--- src/rtl/vp_arbiter.sv ---
// Round-robin arbiter sharing one vector processor among NUM_REQ lanes, one op in flight.
// Optional watchdog on the result wait is built when VP_ARB_TIMEOUT_EN is defined.
module vp_arbiter #(
  parameter int DATA_WIDTH     = 16,
  parameter int VECTOR_WIDTH   = 4,
  parameter int NUM_REQ        = 4,
  parameter int REQ_ID_WIDTH   = 2,
  parameter int TIMEOUT_CYCLES = 1024
) (
  input  logic                                         clk,
  input  logic                                         rst_n,
  input  logic [NUM_REQ-1:0]                           req,
  input  logic [NUM_REQ*4-1:0]                         req_op,
  input  logic [NUM_REQ*VECTOR_WIDTH*DATA_WIDTH-1:0]   req_vec_a,
  input  logic [NUM_REQ*VECTOR_WIDTH*DATA_WIDTH-1:0]   req_vec_b,
  input  logic [NUM_REQ*DATA_WIDTH-1:0]                req_scalar,
  output logic [NUM_REQ-1:0]                           req_ack,
  output logic [NUM_REQ-1:0]                           rsp_valid,
  output logic [VECTOR_WIDTH*DATA_WIDTH-1:0]           rsp_result,
  output logic [NUM_REQ-1:0]                           rsp_timeout,
  output logic [REQ_ID_WIDTH-1:0]                      owner_id,
  output logic                                         arb_busy,
  output logic                                         vp_start,
  output logic [3:0]                                   vp_operation,
  output logic [VECTOR_WIDTH*DATA_WIDTH-1:0]           vp_vec_a,
  output logic [VECTOR_WIDTH*DATA_WIDTH-1:0]           vp_vec_b,
  output logic [DATA_WIDTH-1:0]                        vp_scalar,
  input  logic                                         vp_busy,
  input  logic                                         vp_done,
  input  logic [VECTOR_WIDTH*DATA_WIDTH-1:0]           vp_result,
  input  logic                                         vp_result_valid
);

  localparam int VW = VECTOR_WIDTH * DATA_WIDTH;

  typedef enum logic [1:0] {S_IDLE, S_ISSUE, S_WAIT, S_RESP} state_t;

  state_t                    state;
  logic [REQ_ID_WIDTH-1:0]   rr_ptr;

  logic [2*NUM_REQ-1:0]      req_rot;
  logic                      gnt_vld;
  int                        gnt_win;
  logic [REQ_ID_WIDTH-1:0]   gnt_idx;
  logic [REQ_ID_WIDTH-1:0]   ptr_nxt;
  logic [3:0]                gnt_op;
  logic [VW-1:0]             gnt_a;
  logic [VW-1:0]             gnt_b;
  logic [DATA_WIDTH-1:0]     gnt_s;

`ifdef VP_ARB_TIMEOUT_EN
  localparam int CW = (TIMEOUT_CYCLES > 2) ? $clog2(TIMEOUT_CYCLES) : 1;
  logic [CW-1:0]             wd_cnt;
`else
  logic                      unused_vp_done;
  assign unused_vp_done = vp_done;
  assign rsp_timeout    = '0;
`endif

  // Rotate so bit 0 is the lane at rr_ptr; the lowest set bit then wins.
  assign req_rot = {req, req} >> rr_ptr;

  always_comb begin
    gnt_vld = 1'b0;
    gnt_win = 0;
    for (int i = NUM_REQ - 1; i >= 0; i--) begin
      if (req_rot[i]) begin
        gnt_vld = 1'b1;
        gnt_win = int'(rr_ptr) + i;
      end
    end
    if (gnt_win >= NUM_REQ) gnt_win = gnt_win - NUM_REQ;
    gnt_idx = REQ_ID_WIDTH'(gnt_win);
    ptr_nxt = (gnt_win == NUM_REQ - 1) ? '0 : REQ_ID_WIDTH'(gnt_win + 1);
    gnt_op  = '0;
    gnt_a   = '0;
    gnt_b   = '0;
    gnt_s   = '0;
    for (int j = 0; j < NUM_REQ; j++) begin
      if (j == gnt_win) begin
        gnt_op = req_op[j*4 +: 4];
        gnt_a  = req_vec_a[j*VW +: VW];
        gnt_b  = req_vec_b[j*VW +: VW];
        gnt_s  = req_scalar[j*DATA_WIDTH +: DATA_WIDTH];
      end
    end
  end

  always_ff @(posedge clk or negedge rst_n) begin
    if (!rst_n) begin
      state        <= S_IDLE;
      rr_ptr       <= '0;
      owner_id     <= '0;
      arb_busy     <= 1'b0;
      vp_start     <= 1'b0;
      req_ack      <= '0;
      rsp_valid    <= '0;
      rsp_result   <= '0;
      vp_operation <= '0;
      vp_vec_a     <= '0;
      vp_vec_b     <= '0;
      vp_scalar    <= '0;
`ifdef VP_ARB_TIMEOUT_EN
      wd_cnt       <= '0;
      rsp_timeout  <= '0;
`endif
    end else begin
      vp_start  <= 1'b0;
      req_ack   <= '0;
      rsp_valid <= '0;
`ifdef VP_ARB_TIMEOUT_EN
      rsp_timeout <= '0;
`endif
      case (state)
        S_IDLE: begin
          if (gnt_vld && !vp_busy) begin
            state        <= S_ISSUE;
            arb_busy     <= 1'b1;
            vp_start     <= 1'b1;
            req_ack      <= NUM_REQ'(1) << gnt_idx;
            owner_id     <= gnt_idx;
            rr_ptr       <= ptr_nxt;
            vp_operation <= gnt_op;
            vp_vec_a     <= gnt_a;
            vp_vec_b     <= gnt_b;
            vp_scalar    <= gnt_s;
          end
        end
        S_ISSUE: begin
          if (vp_result_valid) begin
            state      <= S_RESP;
            rsp_result <= vp_result;
            rsp_valid  <= NUM_REQ'(1) << owner_id;
          end else begin
            state <= S_WAIT;
`ifdef VP_ARB_TIMEOUT_EN
            wd_cnt <= '0;
`endif
          end
        end
        S_WAIT: begin
          if (vp_result_valid) begin
            state      <= S_RESP;
            rsp_result <= vp_result;
            rsp_valid  <= NUM_REQ'(1) << owner_id;
          end
`ifdef VP_ARB_TIMEOUT_EN
          // A real result on the expiry cycle takes the branch above instead.
          else if (wd_cnt == CW'(TIMEOUT_CYCLES - 1)) begin
            state       <= S_RESP;
            rsp_result  <= '0;
            rsp_valid   <= NUM_REQ'(1) << owner_id;
            rsp_timeout <= NUM_REQ'(1) << owner_id;
          end else if (vp_done) begin
            wd_cnt <= '0;
          end else begin
            wd_cnt <= wd_cnt + 1'b1;
          end
`endif
        end
        S_RESP: begin
          state    <= S_IDLE;
          arb_busy <= 1'b0;
        end
        default: state <= S_IDLE;
      endcase
    end
  end

endmodule
--- config.mk ---
export PLATFORM = sky130hd
export DESIGN_NAME = vp_arbiter
export DESIGN_NICKNAME = d
export VERILOG_FILES = /design/src/rtl/vp_arbiter.sv
export SDC_FILE = /design/constraint.sdc
export NUM_CORES = 1
export LEC_CHECK = 0
export BUFFER_PORTS_ARGS = -buffer_cell sky130_fd_sc_hd__buf_2
export CORE_AREA = 2 2 346 348
export DETAILED_ROUTE_END_ITERATION = 6
export DIE_AREA = 0 0 348 350
export GPL_TIMING_DRIVEN = 0
export PLACE_DENSITY = 0.35
export SETUP_SLACK_MARGIN = 0.02
export SYNTH_ARGS = -nofsm -noshare
export SYNTH_HDL_FRONTEND = slang
export SYNTH_SLANG_ARGS = --single-unit
export TNS_END_PERCENT = 30
--- constraint.sdc ---
create_clock -name clk -period 3.4 [get_ports clk]
set_clock_uncertainty 0.2 [all_clocks]
set_input_delay 0.34 -clock clk [delete_from_list [all_inputs] [get_ports clk]]
set_output_delay 0.34 -clock clk [all_outputs]
set_load 0.05 [all_outputs]
**Word-level counts from Yosys, hierarchy flattened**

Index checks and enable logic that the tools add are counted.

- Flip-flop bits (word level): 228
- Latch bits: 0
- RAM bits: 0
- Bits in read-only memories: 0
- Bits of input ports: 665
- Output and inout port bits: 228
- Word-level logic and storage cells: 78
- Memories: 0

- Add/sub/neg operators: 5
- Multipliers: 0
- Divide/modulo/power cells: 0
- Magnitude comparators: 1
- Equality and inequality tests: 9
- Shifts and indexed selects: 3
- Mux-type cells: 38
- Bitwise gates (word level): 0
- Reductions and logical operators: 10

Operators with widths:

| cell | count |
|---|---|
| $mux 64 | 8 |
| $mux 32 | 4 |
| $eq 3x32->1 const A | 2 |
| $mux 16 | 4 |
| $eq 2x32->1 const A | 1 |
| $eq 32x3->1 const B | 1 |
| $ge 32x4->1 const B | 1 |
| $logic_not 32->1 | 1 |
| $mux 4 | 8 |
| $sub 32x4->32 const B | 1 |
| $mux 1 | 8 |
| $pmux 2 s4 | 1 |
| $reduce_and 2->1 | 4 |
| $shl 1x2->4 const A | 2 |
| $shr 8x2->4 | 1 |
| $add 2x2->3 const B | 2 |
| $mux 2 | 3 |
| $eq 2x2->1 const B | 2 |
| $ne 2x2->1 const B | 2 |
| $add 2x1->3 const B | 1 |
| $mux 3 | 1 |
| $add 2x2->2 const B | 1 |
| $eq 2x1->1 const B | 1 |
| $logic_not 2->1 | 1 |
| other kinds (5) | 5 |

**Logic depth before layout (Yosys ltp)**

Gate-level depths: netlist of run 1.

- Depth after elaboration: 12
- Gate-level depth with buffers: 14
- Mapped depth without buffers: 10

**Worst setup path before layout of run 1**

OpenSTA, ideal clock, no wires.

- Path kind: reg-to-reg
- From: register rr_ptr[0]
- To: register vp_vec_b[22]
- Library setup time: 66 ps
- Arrival time: 2858 ps
- Data required time: 3134 ps
- Setup slack: 276 ps
- Cell stages (with the launch flop): 13
- Path buffers: 4
- Period minus slack after synthesis: 3124 ps
- Cell sequence: dfrtp_1 -> buf_6 -> or3b_1 -> a211o_1 -> a311oi_2 -> or2_2 -> ha_1 -> buf_2 -> clkbuf_1 -> clkbuf_1 -> a221oi_1 -> o311ai_0 -> o21a_1

RTL lines:

| item | line | text |
|---|---|---|
| start, declared | 39 | `logic [REQ_ID_WIDTH-1:0] rr_ptr;` |
| start signal, assigned | 122 | `rr_ptr <= ptr_nxt;` |
| end signal, assigned | 125 | `vp_vec_b <= gnt_b;` |
| end, declared | 26 | `output logic [VECTOR_WIDTH*DATA_WIDTH-1:0] vp_vec_b,` |

**Final worst setup path of run 1**

- From: register rr_ptr[0]
- To: register vp_vec_a[17]

- Longest elaborated chain between the ends: 12
- Elaborated cells on any way between the ends: 25
- Those cells by class: add/sub (4); order compare (1); eq/ne (3); shift (1); mux (13); reduce/logical (3)

Ends and longest elaborated chain:

| item | line | text |
|---|---|---|
| $add 2x2->3 or $shr 8x2->4 (tied branches) | 69, 61 |  |
| $mux 3 | 67 | `if (req_rot[i]) begin` |
| $mux 32 (3 in a row) | 67 |  |
| $sub 32x4->32 or $ge 32x4->1 (tied branches) | 72 | `if (gnt_win >= NUM_REQ) gnt_win = gnt_win - NUM_REQ;` |
| $mux 32 | 72 |  |
| $logic_not 32->1 | 80 | `if (j == gnt_win) begin` |
| $mux 64 (4 in a row) | 80 |  |
| end signal, assigned | 124 | `vp_vec_a <= gnt_a;` |
| end, declared | 25 | `output logic [VECTOR_WIDTH*DATA_WIDTH-1:0] vp_vec_a,` |

Several ways; a longest one is shown, not always the timed one.
A chain may end at the register's enable or synchronous reset.

==> metrics, run 1 <==
Post-DP HPWL=74.9 mm; vias in the first global route=roughly 18,000; io pins=893; # DRC=0; max-slew violations=0; clk sink count=228; CTS tree=built; nets@finish=3,320; Yosys warning count=0; Synth Flop Type=dfrtp_1; DRT iter0 DRCs=between 800 and 900; Initial DRT Pass Iterations=5; Max clock buf depth=3; fraction of registers with async set/reset=100%; starting density of the core=11.7%; die area=~0.12 mm2; Setup violations, final=0; DR WL/cell=22.9 um; CP required=~3.7 ns; total core area=around 0.12 mm2; Seq/Total Area, Yosys=41.6%; PwrDens=1230 mW/mm2; Final Hold Viols=0; Pleak=11.3 nW; Worst Tran Pin Value=1.26 ns; detailed-route via count=16,987; number of flops mapped to enable cells by yosys=0; worst setup path class=flip-flop to flip-flop; Synth area leaders=dfrtp_1 42%, nor2b_1 13%, a221oi_1 9.4%; Max-slew headroom=~16%; Final min period=3.36 ns; fmax=0.297 GHz; Overflow after GRT=0; share of cells above drive strength 1=51.7%; RSZ-0062 raised after global routing=yes; worst vdd ir=0.000438 V; largest net degree at the start of global routing=96; Port Buf Inserts=887; initial antenna violation count=14; area grow syn2layout=94.7%; Synth top area share=about two fifths; root buffer cell=clkbuf_16; Critical Path AT=3.62 ns; status=finished, final reports clean; Final ANT Viol Nets=0; Setup crit start kind=flip-flop; Die X=348 um; Fin Setup TNS=0 ns; Setup WS pre-CTS=-2.20 ns; Worst-path clk slew=around 0.06 ns; Final WS setup=~0.036 ns; final wirelength=96.6 mm; first-pass GRT wire length=between 100 and 150 mm; Synth Area per Inst=just under 10 um2; GRT Util Overall=between 10% and 20%; hold slack=0.0226 ns; post-synth top area cell=dfrtp_1; vias per cell=~4.0; Yosys reg bits=228; Max-cap violations=0; Hold Path Class=primary input to flip-flop; final design instance area without fill=0.0267 mm2; Netlist Area Pre-Place=0.0137 mm2; GPL Wtd Cong=0.885; Non-Filler Instances=~4,200; Netlist cell types=44; final core utilization=22.7%; nature of the critical path endpoint=flip-flop; Die Y-Extent=roughly 350 um; part of the cycle the worst path needs=99.0%; htree depth=2; cells after synthesis=1,414; placed insts=3,845; CTS Buf Count=35; Placed Area=just over 0.02 mm2; row cnt=126; worst skew pair latency=about 0.57 ns; Total Power=33.0 mW; most instantiated library cell after synthesis=nor2b_1; crit path max fanout=10; synth cell count leaders=289 x nor2b_1, 228 x dfrtp_1, 153 x nand2_1, 148 x a221oi_1, 144 x o21a_1
-- metal layers --
| metal | track usage, % | part of all wire [%] |
|---|---|---|
| met5 | 0 | 0.074 |
| met2 | 27.4 | 52 |
| met3 | 3.35 | 6.4 |
| met4 | 4.48 | 2.9 |
| met1 | 17.5 | 39 |
-- kinds of logic (layout without fill, tap and decap cells) --
family,count (synthesis),after routing,share of synthesized area (%)
and+or+nand+nor,472,472,18.6
AOI/OAI and AO/OA,460,460,27.8
DFF,228,228,41.6
buffers and inverters,173,1425,5.39
muxes,70,70,5.71
adders and majority gates,10,10,0.911
other,1,9,0.0273
-- cell usage in the layout, fill, tap and decap left out, types with 16 or more instances in the layout --
| cell type | netlist | final |
|---|---|---|
| o311ai_2 | 0 | 38 |
| o311ai_0 | 122 | 16 |
| o21a_1 | 144 | 144 |
| buf_6 | 1 | 18 |
| a221oi_1 | 148 | 48 |
| clkbuf_4 | 0 | 19 |
| dfrtp_1 | 228 | 227 |
| mux2_2 | 67 | 67 |
| nand2_1 | 153 | 152 |
| clkbuf_16 | 0 | 40 |
| nor2b_2 | 0 | 23 |
| buf_4 | 6 | 34 |
| a221oi_2 | 0 | 82 |
| clkbuf_2 | 6 | 30 |
| o311ai_1 | 22 | 87 |
| clkbuf_8 | 0 | 17 |
| a221oi_4 | 0 | 18 |
| nor2b_1 | 289 | 254 |
| buf_2 | 42 | 903 |
| dlygate4sd3_1 | 0 | 267 |
-- registers in the layout (all words and copies together), names as in the netlist, 2 cells and up --
signal	count
vp_vec_b	64
rr_ptr	2
rsp_result	64
state	2
owner_id	2
vp_vec_a	64
req_ack	4
vp_scalar	16
rsp_valid	4
vp_operation	4
-- worst max-delay path, cell delays in order, from the launching register on --
cell      delay [ns]
dfrtp_1         0.38
buf_6           0.13
or3b_1          0.34
a211o_1         0.31
a311oi_4        0.28
nor2_2          0.11
ha_4            0.25
buf_12          0.16
buf_16          0.16
buf_8           0.19
a221oi_4        0.32
o311ai_4        0.17
o21a_1          0.20
-- final timing paths --
path | startpoint | end | slack (ns) | cells past startpoint
min reg2reg | vp_vec_a[41] | vp_vec_a[41] | 0.28 | 1
max in group asynchronous | rst_n | vp_vec_b[3] | 1.95 | 3
min | req_vec_a[205] | vp_vec_a[13] | 0.02 | 4
max reg2reg | rr_ptr[0] | vp_vec_a[17] | 0.04 | 12
min in group asynchronous | rst_n | rsp_result[34] | 0.06 | 2
max | rr_ptr[0] | vp_vec_a[17] | 0.04 | 12
-- power breakdown --
| part | internal, mW | switching (mW) | total [mW] |
|---|---|---|---|
| sequential | 4.12 | 0.691 | 4.81 |
| combinational | 8.65 | 15.6 | 24.3 |
| clock | 2.39 | 1.52 | 3.91 |
| total | 15.2 | 17.8 | 33.0 |
-- repair_timing --
| item | CTS | global route |
|---|---|---|
| resized for setup | 376 | 248 |
| endpoints found under the hold margin | 439 | 2 |
| setup buffers | 21 | 6 |
| pin swaps | 16 | 20 |
| hold buffers | 265 | 2 |
| endpoints found under the setup margin | 152 | 148 |
| cloned | 7 | 1 |
-- area by class of cell --
class	count	area, um2
fill	13038	91000
multi-input combinational	1016	8690
timing repair buffer	1194	7690
sequential	228	5710
tap	1536	1920
buffer	156	1440
clock buffer	44	990
clock inverter	17	229
inverter	14	52.6
antenna	5	12.5
Power figures use the tool's default switching activity.
==> inputs of run 2 (changes only) <==
--- a/config.mk
+++ b/config.mk
@@ -5,12 +5,13 @@
 export SDC_FILE = /design/constraint.sdc
 export NUM_CORES = 1
 export LEC_CHECK = 0
+export ABC_AREA = 1
 export BUFFER_PORTS_ARGS = -buffer_cell sky130_fd_sc_hd__buf_2
-export CORE_AREA = 2 2 346 348
+export CORE_AREA = 2 2 348 350
 export DETAILED_ROUTE_END_ITERATION = 6
-export DIE_AREA = 0 0 348 350
+export DIE_AREA = 0 0 350 352
 export GPL_TIMING_DRIVEN = 0
-export PLACE_DENSITY = 0.35
+export PLACE_DENSITY_LB_ADDON = 0.2
 export SETUP_SLACK_MARGIN = 0.02
 export SYNTH_ARGS = -nofsm -noshare
 export SYNTH_HDL_FRONTEND = slang
==> constraint.sdc (replaced) <==
create_clock -name clk -period 3.2 [get_ports clk]
set_clock_uncertainty 0.2 [all_clocks]
set_input_delay 0.32 -clock clk [delete_from_list [all_inputs] [get_ports clk]]
set_output_delay 0.32 -clock clk [all_outputs]
set_load 0.05 [all_outputs]
==> run 2 against run 1 <==
Against the previous run:
- global-route usage is 1.4 points higher
- maximum frequency grew 6.0%
- sequential share of layout area increased by 0.17 points
- worst hold slack lost 0.020 ns
- first-iteration DRC count grew 12%
- synthesized cell count rose by 21%
- die area rose by 1.1%
- setup slack worse by 0.010 ns
==> metrics, run 2 <==
most instantiated library cell after synthesis=nand2_1; Seq/Total Area, Yosys=a little over two fifths; fmax=0.315 GHz; Die X=350 um; Synth area leaders=dfrtp_1 43%, nand2_1 17%, a21oi_1 8.8%; Setup crit start kind=flip-flop; Synth top area share=a little over two fifths; worst setup path class=flip-flop to flip-flop; Overflow after GRT=0; Max clock buf depth=3; Synth Area per Inst=7.68 um2; Max-slew headroom=~46%; CTS tree=built; initial antenna violation count=30; nature of the critical path endpoint=flip-flop; Netlist cell types=26; part of the cycle the worst path needs=99.2%; first-pass GRT wire length=141 mm; placed insts=about 4,200; CP required=roughly 3.5 ns; status=finished, final reports clean; die area=~0.12 mm2; Initial DRT Pass Iterations=6; GPL Wtd Cong=0.870; biggest regs=rsp_result x64, vp_vec_a x64, vp_vec_b x64; crit-path cells=inv_4 > ha_4 > nor2_1 > nand3_1 > nor2_1 > nor2_1 > nand2_1 > nand2_1 > nand2_2 > inv_2 > ha_4 > nor2_4 > buf_12 > buf_16 > buf_4 > buf_12 > nand2_2 > nand2_1 > o21ai_1 > o21ai_2 > nand2_2 > nand2_1; clk sink count=~230; Die Y-Extent=352 um; Worst-path clk slew=~0.060 ns; vias in the first global route=18,275; crit path max fanout=6; Hold Path Class=primary input to flip-flop; number of flops mapped to enable cells by yosys=0; synth cell count leaders=607 x nand2_1, 232 x a21oi_1, 228 x dfrtp_1, 167 x o21ai_0, 93 x nor2_1; Final ANT Viol Nets=0; Setup violations, final=0; hold slack=0.00215 ns; Placed Area=between 0.015 and 0.02 mm2; root buffer cell=clkbuf_16; Crit path largest cell delay=0.45 ns; largest net degree at the start of global routing=94; max-slew violations=0; most common cell after layout, fill and taps aside=buf_2; final design instance area without fill=0.0265 mm2; io pins=893; DRT iter0 DRCs=between 900 and 1,000; starting density of the core=a little over a tenth; # DRC=0; Synth Flop Type=dfrtp_1; row cnt=127; post-synth top area cell=dfrtp_1; cells after synthesis=1,708; Worst Tran Pin Value=roughly 0.81 ns; Yosys reg bits=228; Yosys warning count=0; vias per cell=approximately 3.8; Post-DP HPWL=84.6 mm; final wirelength=~110 mm; Final WS setup=roughly 0.025 ns; Max-cap violations=0; htree depth=2; detailed-route via count=17,722; worst path buffer plus inverter count=6; Final min period=3.17 ns; share of cells above drive strength 1=44.8%; commonest cells after routing, fill and taps aside=910 x buf_2, 547 x nand2_1, 352 x dlygate4sd3_1, 227 x dfrtp_1, 186 x a21oi_1; Non-Filler Instances=around 4,700; CTS Buf Count=36; worst skew pair latency=between 0.5 and 0.6 ns; most frequent cell on the critical path=nand2_1; slowest CP cell=dfrtp_2; GRT Util Overall=16.5%; total core area=0.119 mm2; Final Hold Viols=0; fraction of registers with async set/reset=100%; cell family with most CP delay=simple AND/OR/NAND/NOR gates; Critical Path AT=roughly 3.5 ns; RSZ-0062 raised after global routing=yes; nets@finish=3,704; area grow syn2layout=102%; DR WL/cell=roughly 23 um; Netlist Area Pre-Place=~0.013 mm2; Port Buf Inserts=approximately 890; fillcell total=13,475; Setup WS pre-CTS=-2.14 ns
run 2: repair_timing:
action | CTS | global route
pin swaps | 33 | 71
cloned | 3 | 1
gates resized for setup | 319 | 248
hold buffers | 351 | 1
setup buffers | 21 | 21
endpoints found under the hold margin | 429 | 1
setup endpoints to repair | 155 | 146
run 2: metrics by stage:
stage	setup TNS (ns)	util, %
after floorplan	0	-
after global placement	-1044.22	16.4
after detailed placement	-219.88	16.5
after CTS	-0.0425	21.5
after global routing	-2.68	22.2
final	0	22.2
run 2: layout make-up:
cell class	count	area (um2)	area share, %
diodes	9	22.5	0.0849
inverters	23	97.6	0.368
clock buffers	51	1070	4.03
clock inverters	12	149	0.562
repair buffers	1285	8520	32.1
well taps	1612	2020	7.61
flip-flops and latches	228	5710	21.5
plain buffers	129	1240	4.69
multi-input cells	1326	7690	29.0
run 2: cells by family (layout without fill, tap and decap cells):
group	after synthesis	in the layout	synth area share, %
simple gates	716	716	20.7
compound gates	449	449	17.2
flops	228	228	43.5
buf+inv	157	1500	5.86
mux	147	147	11.8
fa+ha+maj	10	10	0.954
other cells	1	13	0.0286
run 2: worst paths after layout:
kind	from	end	slack, ns	cells after the start
worst min register to register	vp_vec_a[55]	vp_vec_a[55]	0.27	2
worst max register to register	rr_ptr[0]	vp_vec_a[49]	0.03	22
max in group asynchronous	rst_n	vp_scalar[7]	1.70	3
worst min-delay path	req_vec_a[158]	vp_vec_a[30]	0.002	5
min in group asynchronous	rst_n	rsp_result[14]	0.07	2
worst max-delay path	rr_ptr[0]	vp_vec_a[49]	0.03	22
run 2: metal layers:
layer / share of wire [%] / routed length, um / GRT usage, % / up-vias
met5: 0.098 / 104 / 0 / -
met4: 2.4 / 2590 / 3.85 / 14
met3: 5.3 / 5680 / 3.21 / 151
met2: 51 / 54600 / 30.7 / 747
met1: 41 / 43300 / 19.0 / 8484
li1: - / - / - / 8326
run 2: worst reg2reg max path, delay by kind of cell, from the launching register on:
family / cells / cell delay (ns)
AND/OR/NAND/NOR: 12 / 1.03
buffers and inverters: 6 / 0.79
flip-flops: 1 / 0.45
adder cells (fa/ha/maj): 2 / 0.40
AO/OA/AOI/OAI: 2 / 0.28
Power of run 2 is left out: the tool's default activity adds up to more than one toggle a clock period on the data nets, which glitch-free logic cannot reach.
